File: config.mk
export PLATFORM = sky130hd
export DESIGN_NAME = seven_seg_scanner_flat
export DESIGN_NICKNAME = d
export VERILOG_FILES = /design/src/rtl/seg_pkg.sv /design/src/rtl/seven_seg_scanner_if.sv /design/src/rtl/bcd_to_seg.sv /design/src/rtl/seven_seg_scanner.sv /design/src/flat_wrapper.sv
export SDC_FILE = /design/constraint.sdc
export NUM_CORES = 1
export LEC_CHECK = 0
export BUFFER_PORTS_ARGS = -buffer_cell sky130_fd_sc_hd__buf_2
export CELL_PAD_IN_SITES_DETAIL_PLACEMENT = 0
export CELL_PAD_IN_SITES_GLOBAL_PLACEMENT = 1
export CORE_ASPECT_RATIO = 0.5
export CORE_MARGIN = 10
export CORE_UTILIZATION = 45
export CTS_CLUSTER_DIAMETER = 200
export DETAILED_ROUTE_END_ITERATION = 8
export GPL_TIMING_DRIVEN = 0
export PLACE_DENSITY = 0.88
export SYNTH_ARGS = -nofsm -noshare
export SYNTH_HDL_FRONTEND = slang
export SYNTH_HIERARCHICAL = 1
export SYNTH_SLANG_ARGS = --single-unit
File: constraint.sdc
create_clock -name clk -period 3.65 [get_ports clk]
set_input_delay 0.1825 -clock clk [delete_from_list [all_inputs] [get_ports clk]]
set_output_delay 0.1825 -clock clk [all_outputs]
set_load 0.01 [all_outputs]
File: src/rtl/seg_pkg.sv
// Shared seven-segment definitions used by every display block.
// Contents:
//   SEG_OFF               all segments dark, in active-low pin polarity
//   SEG_A_BIT..SEG_DP_BIT bit positions in the {dp,g,f,e,d,c,b,a} segment byte
//   GLYPH_0..GLYPH_9      active-high {g..a} patterns for the decimal digits
//   GLYPH_DASH            active-high marker for non-BCD codes (only g lit)
//   bcd_glyph()           4-bit code -> active-high 7-segment glyph
package seg_pkg;

  localparam logic [7:0] SEG_OFF = 8'hFF;

  localparam int SEG_A_BIT  = 0;
  localparam int SEG_G_BIT  = 6;
  localparam int SEG_DP_BIT = 7;

  localparam logic [6:0] GLYPH_0    = 7'h3F;
  localparam logic [6:0] GLYPH_1    = 7'h06;
  localparam logic [6:0] GLYPH_2    = 7'h5B;
  localparam logic [6:0] GLYPH_3    = 7'h4F;
  localparam logic [6:0] GLYPH_4    = 7'h66;
  localparam logic [6:0] GLYPH_5    = 7'h6D;
  localparam logic [6:0] GLYPH_6    = 7'h7D;
  localparam logic [6:0] GLYPH_7    = 7'h07;
  localparam logic [6:0] GLYPH_8    = 7'h7F;
  localparam logic [6:0] GLYPH_9    = 7'h6F;
  localparam logic [6:0] GLYPH_DASH = 7'h40;

  function automatic logic [6:0] bcd_glyph(input logic [3:0] code);
    logic [6:0] g;
    case (code)
      4'd0:    g = GLYPH_0;
      4'd1:    g = GLYPH_1;
      4'd2:    g = GLYPH_2;
      4'd3:    g = GLYPH_3;
      4'd4:    g = GLYPH_4;
      4'd5:    g = GLYPH_5;
      4'd6:    g = GLYPH_6;
      4'd7:    g = GLYPH_7;
      4'd8:    g = GLYPH_8;
      4'd9:    g = GLYPH_9;
      default: g = GLYPH_DASH;
    endcase
    return g;
  endfunction

endpackage

File: src/rtl/seven_seg_scanner_if.sv
// Bundle between the digit source (counter / top level) and the scanner.
// Signals:
//   digits     packed BCD, digit 0 in bits [3:0] (rightmost)
//   digit_en   per-digit light enable
//   dp         per-digit decimal point
//   blank_lz   leading-zero blanking enable
//   an         active-low anodes toward the board
//   seg        active-low {dp,g,f,e,d,c,b,a} toward the board
//   frame_done one-cycle pulse at the end of the last digit slot
// Modports: master = digit source, slave = scanner.
interface seven_seg_scanner_if #(
  parameter int NUM_DIGITS = 8
);

  logic [4*NUM_DIGITS-1:0] digits;
  logic [NUM_DIGITS-1:0]   digit_en;
  logic [NUM_DIGITS-1:0]   dp;
  logic                    blank_lz;
  logic [NUM_DIGITS-1:0]   an;
  logic [7:0]              seg;
  logic                    frame_done;

  modport master (
    output digits, digit_en, dp, blank_lz,
    input  an, seg, frame_done
  );

  modport slave (
    input  digits, digit_en, dp, blank_lz,
    output an, seg, frame_done
  );

endinterface

File: src/rtl/bcd_to_seg.sv
// Combinational BCD to seven-segment decoder with active-low output.
// Ports:
//   code   in  4  BCD code; 10..15 render as a dash
//   dp     in  1  decimal point lit
//   blank  in  1  force the whole digit dark (dp included)
//   seg_n  out 8  {dp,g,f,e,d,c,b,a}, active-low
module bcd_to_seg
  import seg_pkg::*;
(
  input  logic [3:0] code,
  input  logic       dp,
  input  logic       blank,
  output logic [7:0] seg_n
);

  logic [7:0] lit;

  always_comb begin
    lit                       = '0;
    lit[SEG_G_BIT:SEG_A_BIT]  = bcd_glyph(code);
    lit[SEG_DP_BIT]           = dp;
    seg_n                     = blank ? SEG_OFF : ~lit;
  end

endmodule

File: src/rtl/seven_seg_scanner.sv
// Time-multiplexed seven-segment scanner.
// Snapshots the digit bus once per frame, scans digits 0..NUM_DIGITS-1 one
// slot at a time, keeps every anode off for the first GUARD cycles of a slot
// and drives registered active-low anode / segment pins.
// Ports:
//   clk    in  system clock
//   rst_n  in  asynchronous active-low reset
//   bus    slave modport: digits/digit_en/dp/blank_lz in, an/seg/frame_done out
module seven_seg_scanner
  import seg_pkg::*;
#(
  parameter int NUM_DIGITS = 8,
  parameter int SCAN_DIV   = 100_000,
  parameter int GUARD      = 4
) (
  input  logic                 clk,
  input  logic                 rst_n,
  seven_seg_scanner_if.slave   bus
);

  localparam int TW = (SCAN_DIV > 1) ? $clog2(SCAN_DIV) : 1;
  localparam int IW = $clog2(NUM_DIGITS);

  logic [TW-1:0]           timer;
  logic [IW-1:0]           idx;
  logic                    tick;
  logic                    last_slot;
  logic                    frame_end;
  logic                    in_guard;

  logic [4*NUM_DIGITS-1:0] sh_digits;
  logic [NUM_DIGITS-1:0]   sh_en;
  logic [NUM_DIGITS-1:0]   sh_dp;
  logic                    sh_blz;

  logic [NUM_DIGITS-1:0]   blank_vec;
  logic [3:0]              cur_code;
  logic                    cur_dp;
  logic                    cur_dark;
  logic [7:0]              cur_seg_n;
  logic [NUM_DIGITS-1:0]   an_nxt;
  logic [7:0]              seg_nxt;

  logic [NUM_DIGITS-1:0]   an_p1;
  logic [7:0]              seg_p1;

  // ---- stage 0: slot timer, digit index, frame shadow ----
  assign tick      = (timer == TW'(SCAN_DIV - 1));
  assign last_slot = (idx == IW'(NUM_DIGITS - 1));
  assign frame_end = tick & last_slot;
  assign in_guard  = (timer < TW'(GUARD));

  always_ff @(posedge clk or negedge rst_n) begin
    if (!rst_n) begin
      timer <= '0;
      idx   <= '0;
    end else begin
      timer <= tick ? '0 : timer + 1'b1;
      if (tick) begin
        idx <= last_slot ? '0 : idx + 1'b1;
      end
    end
  end

  // Shadow is reloaded only at the frame boundary, so a frame never mixes
  // old and new input values.
  always_ff @(posedge clk or negedge rst_n) begin
    if (!rst_n) begin
      sh_digits <= '0;
      sh_en     <= '0;
      sh_dp     <= '0;
      sh_blz    <= 1'b0;
    end else if (frame_end) begin
      sh_digits <= bus.digits;
      sh_en     <= bus.digit_en;
      sh_dp     <= bus.dp;
      sh_blz    <= bus.blank_lz;
    end
  end

  // Leading-zero mask: walk from the most significant digit down, keeping a
  // running "everything so far is zero" flag. Non-BCD codes break the run.
  // Digit 0 is excluded so a zero value still shows one "0".
  always_comb begin
    logic zero_run;
    zero_run  = 1'b1;
    blank_vec = '0;
    for (int i = NUM_DIGITS - 1; i >= 0; i--) begin
      zero_run = zero_run & (sh_digits[4*i +: 4] == 4'd0);
      if (i != 0) begin
        blank_vec[i] = sh_blz & zero_run;
      end
    end
  end

  // Current-slot digit; a disabled or blanked digit is fully dark.
  always_comb begin
    cur_code = 4'd0;
    cur_dp   = 1'b0;
    cur_dark = 1'b1;
    for (int i = 0; i < NUM_DIGITS; i++) begin
      if (IW'(i) == idx) begin
        cur_code = sh_digits[4*i +: 4];
        cur_dp   = sh_dp[i];
        cur_dark = ~sh_en[i] | blank_vec[i];
      end
    end
  end

  bcd_to_seg u_dec (
    .code  (cur_code),
    .dp    (cur_dp),
    .blank (cur_dark),
    .seg_n (cur_seg_n)
  );

  always_comb begin
    an_nxt  = '1;
    seg_nxt = SEG_OFF;
    if (!in_guard) begin
      seg_nxt = cur_seg_n;
      for (int i = 0; i < NUM_DIGITS; i++) begin
        if (IW'(i) == idx) begin
          an_nxt[i] = cur_dark;
        end
      end
    end
  end

  // ---- stage 1: registered pin drivers ----
  always_ff @(posedge clk or negedge rst_n) begin
    if (!rst_n) begin
      an_p1  <= '1;
      seg_p1 <= SEG_OFF;
    end else begin
      an_p1  <= an_nxt;
      seg_p1 <= seg_nxt;
    end
  end

  assign bus.an         = an_p1;
  assign bus.seg        = seg_p1;
  assign bus.frame_done = frame_end;

endmodule
File: src/flat_wrapper.sv
// flat-port wrapper written by rule: the top's interface ports become plain ports
module seven_seg_scanner_flat import seg_pkg::*;
#(
  parameter int NUM_DIGITS = 8,
  parameter int SCAN_DIV   = 100_000,
  parameter int GUARD      = 4
)
  (clk, rst_n, bus_digits, bus_digit_en, bus_dp, bus_blank_lz, bus_an, bus_seg, bus_frame_done);
  seven_seg_scanner_if #(.NUM_DIGITS(NUM_DIGITS)) bus_i ();
  input  logic clk;
  input  logic rst_n;
  input wire logic [$bits(bus_i.digits)-1:0] bus_digits;
  input wire logic [$bits(bus_i.digit_en)-1:0] bus_digit_en;
  input wire logic [$bits(bus_i.dp)-1:0] bus_dp;
  input wire logic [$bits(bus_i.blank_lz)-1:0] bus_blank_lz;
  output wire logic [$bits(bus_i.an)-1:0] bus_an;
  output wire logic [$bits(bus_i.seg)-1:0] bus_seg;
  output wire logic [$bits(bus_i.frame_done)-1:0] bus_frame_done;
  assign bus_i.digits = bus_digits;
  assign bus_i.digit_en = bus_digit_en;
  assign bus_i.dp = bus_dp;
  assign bus_i.blank_lz = bus_blank_lz;
  assign bus_an = bus_i.an;
  assign bus_seg = bus_i.seg;
  assign bus_frame_done = bus_i.frame_done;
  seven_seg_scanner #(.NUM_DIGITS(NUM_DIGITS), .SCAN_DIV(SCAN_DIV), .GUARD(GUARD)) u_core (.clk(clk), .rst_n(rst_n), .bus(bus_i));
endmodule
**After elaboration in Yosys (flattened, before gate mapping)**

Memory sizes are Yosys's and may differ from the RTL's.
Cells that the tools add are included.
Widths: inputs -> output; s select.

- Bits of input ports: 51
- Register bits: 85
- ROM bits: 112
- Output and inout bits: 17
- Memories kept: 1
- Logic and storage cells: 96

- Reductions and logical operators: 8
- Equality and inequality tests: 9
- Bitwise gates (word level): 30
- $lt $le $gt $ge: 1
- Add/subtract/negate cells: 2
- Mux-type cells: 37

Memories:

| memory | words | bits a word | rd ports | clocked after Yosys merged registers in | wr ports | line | text |
|---|---|---|---|---|---|---|---|
| (no name shown) | 16 | 7 | 1 | 0 | 0 | seg_pkg.sv:30 | `case (code)` |

Operators by type and width:

| operator | number |
|---|---|
| $mux 4 | 8 |
| $logic_not 4->1 | 7 |
| $mux 1 | 24 |
| $mux 8 | 3 |
| $add 17x1->17 const B | 1 |
| $eq 17x17->1 const B | 1 |
| $lt 17x3->1 const B | 1 |
| $mux 17 | 1 |
| $and 1x1->1 | 14 |
| $eq 3x3->1 const A | 4 |
| $not 1->1 | 8 |
| $not 8->8 | 1 |
| $or 1x1->1 | 7 |
| $eq 2x3->1 const A | 2 |
| $add 3x1->3 const B | 1 |
| $eq 1x3->1 const A | 1 |
| $eq 3x3->1 const B | 1 |
| $logic_not 3->1 | 1 |
| $mux 3 | 1 |

**Logic depth before layout (Yosys ltp)**

Gate-level depths: netlist of the first run.

- Word-level depth: 18
- Gate-level depth with buffers: 14
- Gate-level depth less buffers: 12

**By module**

Netlist of the first run, hierarchy kept.

Modules (own cells, without submodules):

| module | instances | cells an instance | area an instance (um^2) |
|---|---|---|---|
| seven_seg_scanner | 1 | 362 | 4229.1 |
| bcd_to_seg | 1 | 30 | 207.7 |

**Worst setup path before layout of the first run**

OpenSTA, ideal clock, no wires.

- Path type: flip-flop to flip-flop
- From: register u_core.idx[0]
- To: register u_core.seg_p1[1] (netlist: u_core/bus.seg[1])
- Stages on the path, launching flop included: 14
- Arrival: 2.659 ns
- Slack: 0.904 ns
- Setup time: 0.087 ns
- Buffers on the path: 2
- Path through: dfrtp_1 inv_1 ha_1 clkbuf_1 clkbuf_1 nand2_1 o211ai_1 o211ai_1 a221oi_1 inv_1 ha_1 a21oi_1 o21bai_1 nand2b_1

- Cells in the longest elaborated chain, start to end: 13

RTL lines:

| item | line | text |
|---|---|---|
| from (decl) | seven_seg_scanner.sv:25 | `logic [IW-1:0] idx;` |
| from (signal assigned) | seven_seg_scanner.sv:60 | `idx <= last_slot ? '0 : idx + 1'b1;` |
| $logic_not 3->1 | seven_seg_scanner.sv:102 | `if (IW'(i) == idx) begin` |
| $mux 4 (7 in series) | seven_seg_scanner.sv:102 |  |
| $mux 4 * | seven_seg_scanner.sv:102 |  |
| named net u_core.cur_code[1] | seven_seg_scanner.sv:37 | `logic [3:0] cur_code;` |
| $mem_v2 16x7 * | -- |  |
| $not 8->8 * | bcd_to_seg.sv:22 | `seg_n = blank ? SEG_OFF : ~lit;` |
| $mux 8 * | bcd_to_seg.sv:22 |  |
| named net u_core.cur_seg_n[1] | seven_seg_scanner.sv:40 | `logic [7:0] cur_seg_n;` |
| $mux 8 * | seven_seg_scanner.sv:120 | `if (!in_guard) begin` |
| named net u_core.seg_nxt[1] | seven_seg_scanner.sv:42 | `logic [7:0] seg_nxt;` |
| to (signal assigned) | seven_seg_scanner.sv:137 | `seg_p1 <= seg_nxt;` |
| to (decl) | seven_seg_scanner.sv:45 | `logic [7:0] seg_p1;` |

Mark *: on every way through the listed nets, which the timed path passes. The rest lies on a longest branch.
A chain may end at the register's enable or synchronous reset.

**Final worst setup path of the first run**

Ends and elaborated chain as after synthesis.

==> impl_metrics.json, run 1 <==
{
  "nFillCells": 835,
  "met2_usage_pct": 23.0,
  "crit_end": "u_core/bus.seg[1]",
  "met3_usage_pct": 5.05,
  "r2r-end": "u_core/bus.seg[1]",
  "vias": 3191,
  "detail-route-antenna-nets": 0,
  "end_kind": "flop",
  "synth-main-ff-cell": "dfrtp_1",
  "use_met1_pct": 17.9,
  "pwr-share-clk_pct": 45.7,
  "hold_viol_final": 0,
  "syn_inst": 392,
  "gp_congestion": 0.849,
  "coreArea_um2": 9540,
  "multi_input_area_um2": 2100,
  "cts_buffers": 9,
  "die_h_um": 90.2,
  "power_density_nw_per_um2": 399,
  "clockBufferDepth": 2,
  "drtIter0Drc": 262,
  "crit_type": "flop to flop",
  "p_leak_nw": 2.52,
  "final-setup-viol-count": 0,
  "p_total_mw": 2.12,
  "io_buffers": 67,
  "fin_skew_ns": 0.00848,
  "grt_pass1_vias": 3266,
  "switchingPower_uw": 440,
  "synth-seq-area-share_pct": 48.4,
  "viasPerCell": 5.21,
  "yosysWarnings": 6,
  "cts.clk_slew.worst_paths_ns": 0.06,
  "crit_required_ns": 3.89,
  "drive_gt1_share_pct": 33.3,
  "async_reset_ff_share_pct": 100,
  "fmax_mhz": 303,
  "maxSlewHeadroom_pct": 48.8,
  "clkLatencyLatePin_ns": 0.34,
  "arrival_ns": 3.54,
  "period_minus_slack_ns": 3.30,
  "fp.dieArea_um2": 14500,
  "yosys.cell_types.count": 40,
  "h-tree-depth": 3,
  "io_pins": 68,
  "cts_tree": "built",
  "ir_drop_mv": 0.208,
  "synthesis.area_um2": 4440,
  "worst-path-max-fanout": 10,
  "grt_busiest_layer": "met2",
  "ff_latch_area_um2": 2150,
  "hpwl_um": 7700,
  "synth_edf_count": 0,
  "hold_class": "primary input to flop",
  "grt_overflow_total": 0,
  "track_usage_pct": 14.3,
  "syn-num-nets": 455,
  "grt_max_degree": 45,
  "startpoint_type": "flop",
  "antenna_found_initial": 0,
  "area_growth_syn_to_layout_pct": 19.4,
  "routed_wl_um": 10300,
  "die_x_um": 160,
  "routedWlPerCell_um": 16.8,
  "tightest_slew_ns": 0.760,
  "diodes": 0,
  "r2r_start": "u_core/idx[0]",
  "startpoint": "u_core/idx[0]",
  "rsz0062_at_grt": "no",
  "grt_first_pass_wirelength_um": 16900,
  "drc": 0,
  "rrSetupSlack_ns": 0.35,
  "firstDrtPassIters": 4,
  "initial_core_util_pct": 46.5,
  "min_period_over_period_pct": 90.3,
  "cap_violations": 0,
  "outcome": "completed",
  "cts_sinks": 85,
  "p_sw_share_pct": 20.8,
  "fp-row-count": 25,
  "cts_root_buf": "clkbuf_16",
  "ys_seq_elements": 85,
  "worstRegToRegCells": 13,
  "power_frac_comb_pct": 6.7,
  "p_seq_share_pct": 47.6,
  "finalNetCount": 535,
  "p_int_mw": 1.68,
  "synth_area_per_cell_um2": 11.3,
  "finalMaxSlewViolations": 0,
  "timing.setup.tns_ns": 0
}
==> worst min path at each step <==
| stage | startpoint | endpoint | slack (ns) | cells past startpoint |
|---|---|---|---|---|
| after floorplan | rst_n | u_core/idx[0] | -0.11 | 0 |
| after global placement | bus_digits[14] | u_core/sh_digits[14] | 0.41 | 2 |
| after detailed placement | rst_n | u_core/sh_digits[17] | 0.21 | 1 |
| after CTS | bus_digits[14] | u_core/sh_digits[14] | 0.06 | 2 |
| after global routing | bus_dp[6] | u_core/sh_dp[6] | 0.06 | 2 |
| final | bus_digits[1] | u_core/sh_digits[1] | 0.07 | 2 |
==> layout make-up <==
class | count | share of cell area, %
flip-flops and latches | 85 | 40.5
multi-input cells | 268 | 39.7
repair buffers | 69 | 6.94
clock buffers | 11 | 4.58
well taps | 135 | 3.19
plain buffers | 19 | 2.20
clock inverters | 5 | 1.42
inverters | 20 | 1.42
==> kinds of logic (layout without fill, tap and decap cells) <==
group,after synthesis,in the layout,synth area share (%)
muxes,50,50,16.8
DFF,85,85,48.4
adders and majority gates,12,12,3.38
and+or+nand+nor,118,118,13.6
buffers and inverters,39,124,4.31
AOI/OAI and AO/OA,74,74,10.7
xor gates and xnor gates,14,14,2.76
==> routing by layer <==
| layer | wire length, um | part of all wire (%) | up-vias |
|---|---|---|---|
| met5 | 0 | 0 | - |
| met4 | 81 | 0.79 | 0 |
| met3 | 625 | 6.1 | 9 |
| met2 | 4980 | 48 | 77 |
| met1 | 4630 | 45 | 1555 |
| li1 | - | - | 1550 |
==> critical path, cell delays in order (launching register included) <==
cell,delay (ns)
dfrtp_1,0.41
inv_1,0.11
ha_1,0.15
clkbuf_1,0.31
clkbuf_1,0.46
nand2_1,0.10
o211ai_1,0.17
o211ai_1,0.13
a221oi_1,0.47
inv_1,0.17
ha_1,0.35
a21oi_1,0.16
o21bai_1,0.07
nand2b_1,0.14
==> cell usage after synthesis (12+ instances only) <==
| master | count | area, um^2 |
|---|---|---|
| a21oi_1 | 23 | 115 |
| dfrtp_1 | 69 | 1730 |
| dfstp_2 | 16 | 420 |
| ha_1 | 12 | 150 |
| inv_1 | 20 | 75.1 |
| mux2_4 | 49 | 736 |
| nand2_1 | 38 | 143 |
| nand2b_1 | 13 | 81.3 |
| nor2_1 | 19 | 71.3 |
| nor3_1 | 13 | 65.1 |
| o211ai_1 | 15 | 113 |
| o21ai_0 | 15 | 75.1 |
==> layout by cell type, fill, tap and decap left out, types with 15 or more instances in the layout <==
cell,count
a21oi_1,23
buf_2,66
dfrtp_1,69
dfstp_2,16
inv_1,20
mux2_4,49
nand2_1,38
nor2_1,19
o211ai_1,15
o21ai_0,15
==> through the flow <==
step	hold WS, ns	util (%)	cell area, um^2	instances	worst slack [ns]
finish	0.0714	55.5	5300	612	0.354
floorplan	-0.113	-	4440	392	0.904
global placement	0.413	51.8	4940	594	0.358
global route	0.0630	55.5	5300	612	0.107
detailed placement	0.211	52.0	4960	595	0.270
CTS	0.0577	55.5	5290	612	0.251
==> registers in the layout, indices dropped and copies added, names as in the netlist <==
register and count:
u_core/idx 3, u_core/timer 17, u_core/sh_dp 8, u_core/sh_blz 1, u_core/sh_en 8, u_core/bus.an 8
u_core/bus.seg 8, u_core/sh_digits 32
==> power by group through the flow <==
stage | logic, mW | clock network [mW] | registers [mW]
after floorplan | 0.0735 | 0 | 1.02
after global placement | 0.137 | 0 | 1.02
after detailed placement | 0.143 | 0 | 1.02
after CTS | 0.145 | 0.998 | 1.01
after global routing | 0.159 | 1.04 | 1.01
final | 0.142 | 0.967 | 1.01
==> repair_timing <==
item / 4_1_cts / 5_1_grt
hold buffers: 1 / 0
resized for setup: 0 / 1
buffers inserted: 0 / 0
endpoints found under the hold margin: 39 / 0
setup endpoints to repair: 0 / 2
Power figures use the tool's default switching activity.
==> run 2: changes to the inputs <==
Clock period 3.65 ns to 3.5 ns, I/O delays scaled along.
==> run 2 against run 1 <==
  * Count of clock-buffer cells in the layout is the same
  * Fmax increased by 2.5%
  * Via count is 0.60% higher
  * Die area unchanged
  * Worst hold slack got worse by 0.0071 ns
  * Cell count stayed put
  * Sequential share of layout area hardly changed
  * Critical path depth did not move
  * Clock power up 4%
  * Combinational power increased by 4%
  * Sequential power is 4% higher
  * Wire length about the same
  * Critical path type unchanged
  * Critical endpoint unchanged
==> impl_metrics.json, run 2 (synthesis gave the netlist of run 1 again) <==
{
  "crit_type": "flop to flop",
  "worstPathCellList": "inv_1 -> ha_1 -> clkbuf_1 -> clkbuf_1 -> a21oi_1 -> a21oi_1 -> nor3_1 -> a221oi_2 -> inv_1 -> ha_1 -> a21oi_1 -> o21bai_1 -> nand2b_1",
  "hold_viol_final": 0,
  "pre_cts_slack_ns": 0.120,
  "area_growth_syn_to_layout_pct": 19.4,
  "grt_pass1_vias": 3266,
  "end_kind": "flop",
  "cts.clk_slew.worst_paths_ns": 0.06,
  "p_leak_nw": 2.52,
  "cp_slowest_stage_delay_ns": 0.43,
  "routed_wl_um": 10300,
  "startpoint_type": "flop",
  "crit_buf_inv": 4,
  "crit_required_ns": 3.74,
  "cts_sinks": 85,
  "cts_root_buf": "clkbuf_16",
  "r2r-end": "u_core/bus.seg[1]",
  "clkLatencyLatePin_ns": 0.34,
  "drc": 0,
  "io_pins": 68,
  "clockBufferDepth": 2,
  "coreArea_um2": 9540,
  "cts_buffers": 9,
  "worst_slack_ns": 0.284,
  "cts_tree": "built",
  "grt_max_degree": 45,
  "rsz0062_at_grt": "no",
  "rrSetupSlack_ns": 0.28,
  "routedWlPerCell_um": 16.8,
  "drtIter0Drc": 263,
  "h-tree-depth": 3,
  "track_usage_pct": 14.3,
  "min_period_over_period_pct": 91.9,
  "grt_first_pass_wirelength_um": 16900,
  "hp-start": "bus_digits[1]",
  "period_minus_slack_ns": 3.22,
  "io_buffers": 67,
  "hpwl_um": 7700,
  "firstDrtPassIters": 4,
  "die_h_um": 90.2,
  "maxSlewHeadroom_pct": 48.9,
  "grt_overflow_total": 0,
  "fin_skew_ns": 0.00864,
  "worst-path-max-fanout": 10,
  "fp-row-count": 25,
  "antenna_found_initial": 0,
  "r2r_start": "u_core/idx[1]",
  "arrival_ns": 3.46,
  "dpl_cell_area_um2": 4960,
  "power_density_nw_per_um2": 416,
  "final_common_cell": "dfrtp_1",
  "cp_top_family": "buffers and inverters",
  "die_x_um": 160,
  "viasPerCell": 5.25,
  "initial_core_util_pct": 46.5,
  "final-setup-viol-count": 0,
  "diodes": 0,
  "finalNetCount": 535,
  "final_cell_mix": "69 x dfrtp_1, 66 x buf_2, 49 x mux2_4",
  "largest_reg_flops": 32,
  "ir_drop_mv": 0.217,
  "tightest_slew_ns": 0.759,
  "hold_class": "primary input to flop",
  "stdcell_count": 612,
  "fmax_mhz": 311,
  "detail-route-antenna-nets": 0,
  "fp.dieArea_um2": 14500,
  "vias": 3210,
  "timing.setup.tns_ns": 0,
  "worst_hold_slack_ns": 0.0643,
  "top_register": "u_core/sh_digits",
  "min_to": "u_core/sh_digits[1]",
  "dp_cells": 595,
  "crit_top_cell": "a21oi_1",
  "drive_gt1_share_pct": 33.5,
  "outcome": "completed",
  "finalMaxSlewViolations": 0,
  "gp_congestion": 0.849,
  "top_regs": "u_core/sh_digits (32), u_core/timer (17)",
  "slowest_stage": "a221oi_2",
  "cap_violations": 0,
  "fin_area_um2": 5300,
  "nFillCells": 835,
  "worstRegToRegCells": 13,
  "whs_path_depth": 2
}
## run 2: where the power goes
part           switching, mW  internal (mW)  total [mW]
Combinational         0.0643         0.0838       0.148
Sequential            0.0266           1.02        1.05
Clock                  0.367          0.641        1.01
## run 2: stage by stage
step / power (mW) / utilization, %
after floorplan: 1.14 / -
after global placement: 1.21 / 51.8
after detailed placement: 1.22 / 52.0
after CTS: 2.24 / 55.5
after global routing: 2.30 / 55.5
final: 2.21 / 55.5
## run 2: timing repair
item / CTS / global route
setup endpoints to repair: 0 / 5
setup buffers: 0 / 0
hold buffers: 1 / 0
hold endpoints to repair: 39 / 0
resized for setup: 0 / 3
## run 2: worst max-delay path by stage
stage / from / end / slack, ns / cells after the start
after floorplan: u_core/idx[0] / u_core/bus.seg[1] / 0.75 / 13
after global placement: u_core/idx[0] / u_core/bus.seg[1] / 0.21 / 13
after detailed placement: u_core/idx[0] / u_core/bus.seg[1] / 0.12 / 13
after CTS: u_core/idx[0] / u_core/bus.seg[1] / 0.10 / 13
after global routing: u_core/idx[1] / u_core/bus.seg[1] / 0.05 / 13
final: u_core/idx[1] / u_core/bus.seg[1] / 0.28 / 13
## run 2: cell type report
class,instances,area [um^2],area share (%)
Multi-Input combinational cell,268,2100,39.7
Buffer,19,118,2.22
Clock inverter,5,75.1,1.42
Tap cell,135,169,3.19
Inverter,20,75.1,1.42
Clock buffer,11,243,4.58
Sequential cell,85,2150,40.5
Timing Repair Buffer,69,368,6.94
## run 2: routing by layer
| metal | vias up | global-route usage [%] | part of all wire, % |
|---|---|---|---|
| met3 | 9 | 5.05 | 6.0 |
| met2 | 80 | 23.0 | 49 |
| met5 | - | 0 | 0 |
| met1 | 1570 | 17.9 | 45 |
| li1 | 1551 | - | - |
| met4 | 0 | 3.65 | 0.79 |
==> run 3: changes to the inputs <==
Settings changed: MAX_ROUTING_LAYER from default to met4.
==> run 3 against run 2 <==
  * Count of clock-buffer cells in the layout unchanged
  * Flip-flop and latch count unchanged
  * First-iteration DRC count shrank 1.5%
  * Largest cell class unchanged
  * Largest power group unchanged
==> impl_metrics.json, run 3 (synthesis gave the netlist of run 1 again) <==
{
  "outcome": "completed",
  "cts_root_buf": "clkbuf_16",
  "grt_max_degree": 45,
  "met2_usage_pct": 23.0,
  "initial_core_util_pct": 46.5,
  "end_kind": "flop",
  "cts.clk_slew.worst_paths_ns": 0.06,
  "use_met1_pct": 17.9,
  "met3_usage_pct": 5.10,
  "grt_first_pass_wirelength_um": 16800,
  "p_leak_nw": 2.52,
  "maxSlewHeadroom_pct": 49.3,
  "gp_congestion": 0.863,
  "cap_violations": 0,
  "fmax_mhz": 311,
  "hpwl_um": 7700,
  "finalNetCount": 535,
  "viasPerCell": 5.22,
  "grt_pass1_vias": 3266,
  "dpl_cell_area_um2": 4960,
  "hold_viol_final": 0,
  "startpoint_type": "flop",
  "arrival_ns": 3.45,
  "worstRegToRegCells": 13,
  "power_density_nw_per_um2": 416,
  "period_minus_slack_ns": 3.21,
  "area_growth_syn_to_layout_pct": 19.4,
  "timing.setup.tns_ns": 0,
  "drtIter0Drc": 259,
  "detail-route-antenna-nets": 0,
  "clkLatencyLatePin_ns": 0.34,
  "largest_reg_flops": 32,
  "fp.dieArea_um2": 14500,
  "rrSetupSlack_ns": 0.29,
  "final_cell_mix": "69 x dfrtp_1, 66 x buf_2, 49 x mux2_4",
  "min_period_over_period_pct": 91.7,
  "rsz0062_at_grt": "no",
  "hold_class": "primary input to flop",
  "die_x_um": 160,
  "ir_drop_mv": 0.217,
  "fp-row-count": 25,
  "drive_gt1_share_pct": 33.5,
  "fin_skew_ns": 0.00808,
  "post_cts.repair.setup_buffers": 0,
  "grt_busiest_layer": "met2",
  "cts_sinks": 85,
  "cts_tree": "built",
  "crit_type": "flop to flop",
  "routed_wl_um": 10200,
  "diodes": 0,
  "firstDrtPassIters": 4,
  "cts_buffers": 9,
  "track_usage_pct": 14.7,
  "h-tree-depth": 3,
  "antenna_found_initial": 0,
  "final-setup-viol-count": 0,
  "routedWlPerCell_um": 16.7,
  "top_register": "u_core/sh_digits",
  "final_common_cell": "dfrtp_1",
  "grt_overflow_total": 0,
  "worst_hold_slack_ns": 0.0633,
  "io_pins": 68,
  "drc": 0,
  "finalMaxSlewViolations": 0,
  "clockBufferDepth": 2,
  "io_buffers": 67,
  "crit_required_ns": 3.74,
  "coreArea_um2": 9540,
  "die_h_um": 90.2,
  "fin_area_um2": 5300,
  "top_regs": "u_core/sh_digits (32), u_core/timer (17)",
  "vias": 3193,
  "whs_path_depth": 2,
  "worst-path-max-fanout": 10,
  "tightest_slew_ns": 0.753
}
## run 3: final timing paths
kind / start / end
min in group asynchronous: rst_n / u_core/sh_digits[17]
min: bus_digits[1] / u_core/sh_digits[1]
max: u_core/idx[1] / u_core/bus.seg[1]
min reg2reg: u_core/timer[0] / u_core/timer[0]
max reg2reg: u_core/idx[1] / u_core/bus.seg[1]
max in group asynchronous: rst_n / u_core/bus.seg[3]
## run 3: layout make-up
| cell class | instances | area (um^2) |
|---|---|---|
| fill | 835 | 4240 |
| sequential | 85 | 2150 |
| multi-input combinational | 268 | 2100 |
| timing repair buffer | 69 | 368 |
| clock buffer | 11 | 243 |
| tap | 135 | 169 |
| buffer | 19 | 118 |
| clock inverter | 5 | 75.1 |
| inverter | 20 | 75.1 |
## run 3: what timing repair did
action                     4_1_cts  5_1_grt
gates resized for setup          0        3
hold buffers                     1        0
setup endpoints to repair        0        5
hold endpoints to repair        39        0
## run 3: metal layers
layer  routed length, um  vias to the layer above
met5                   0                        -
met4                  86                        0
met3                 646                       11
met2                4950                       81
met1                4540                     1551
li1                    -                     1550
## run 3: where the power goes
| part | leakage [nW] | switching, mW | internal [mW] |
|---|---|---|---|
| combinational | 1.36 | 0.0642 | 0.0838 |
| sequential | 1.00 | 0.0267 | 1.02 |
| clock | 0.159 | 0.367 | 0.641 |
| total | 2.52 | 0.458 | 1.75 |
## run 3: stage by stage
step                      power, mW  setup WS [ns]  util (%)  std cells
after global placement         1.21          0.208      51.8        594
final                          2.21          0.290      55.5        612
after CTS                      2.24          0.101      55.5        612
after detailed placement       1.22          0.120      52.0        595
after global routing           2.30         0.0552      55.5        612
after floorplan                1.14          0.754         -        392
## run 3: worst max-delay path, cell delays in order, from the launching register on
cell      delay (ns)
dfrtp_1         0.40
inv_1           0.11
ha_1            0.15
clkbuf_1        0.38
clkbuf_1        0.41
a21oi_1         0.12
a21oi_1         0.16
nor3_1          0.11
a221oi_2        0.43
inv_1           0.15
ha_1            0.32
a21oi_1         0.16
o21bai_1        0.07
nand2b_1        0.14
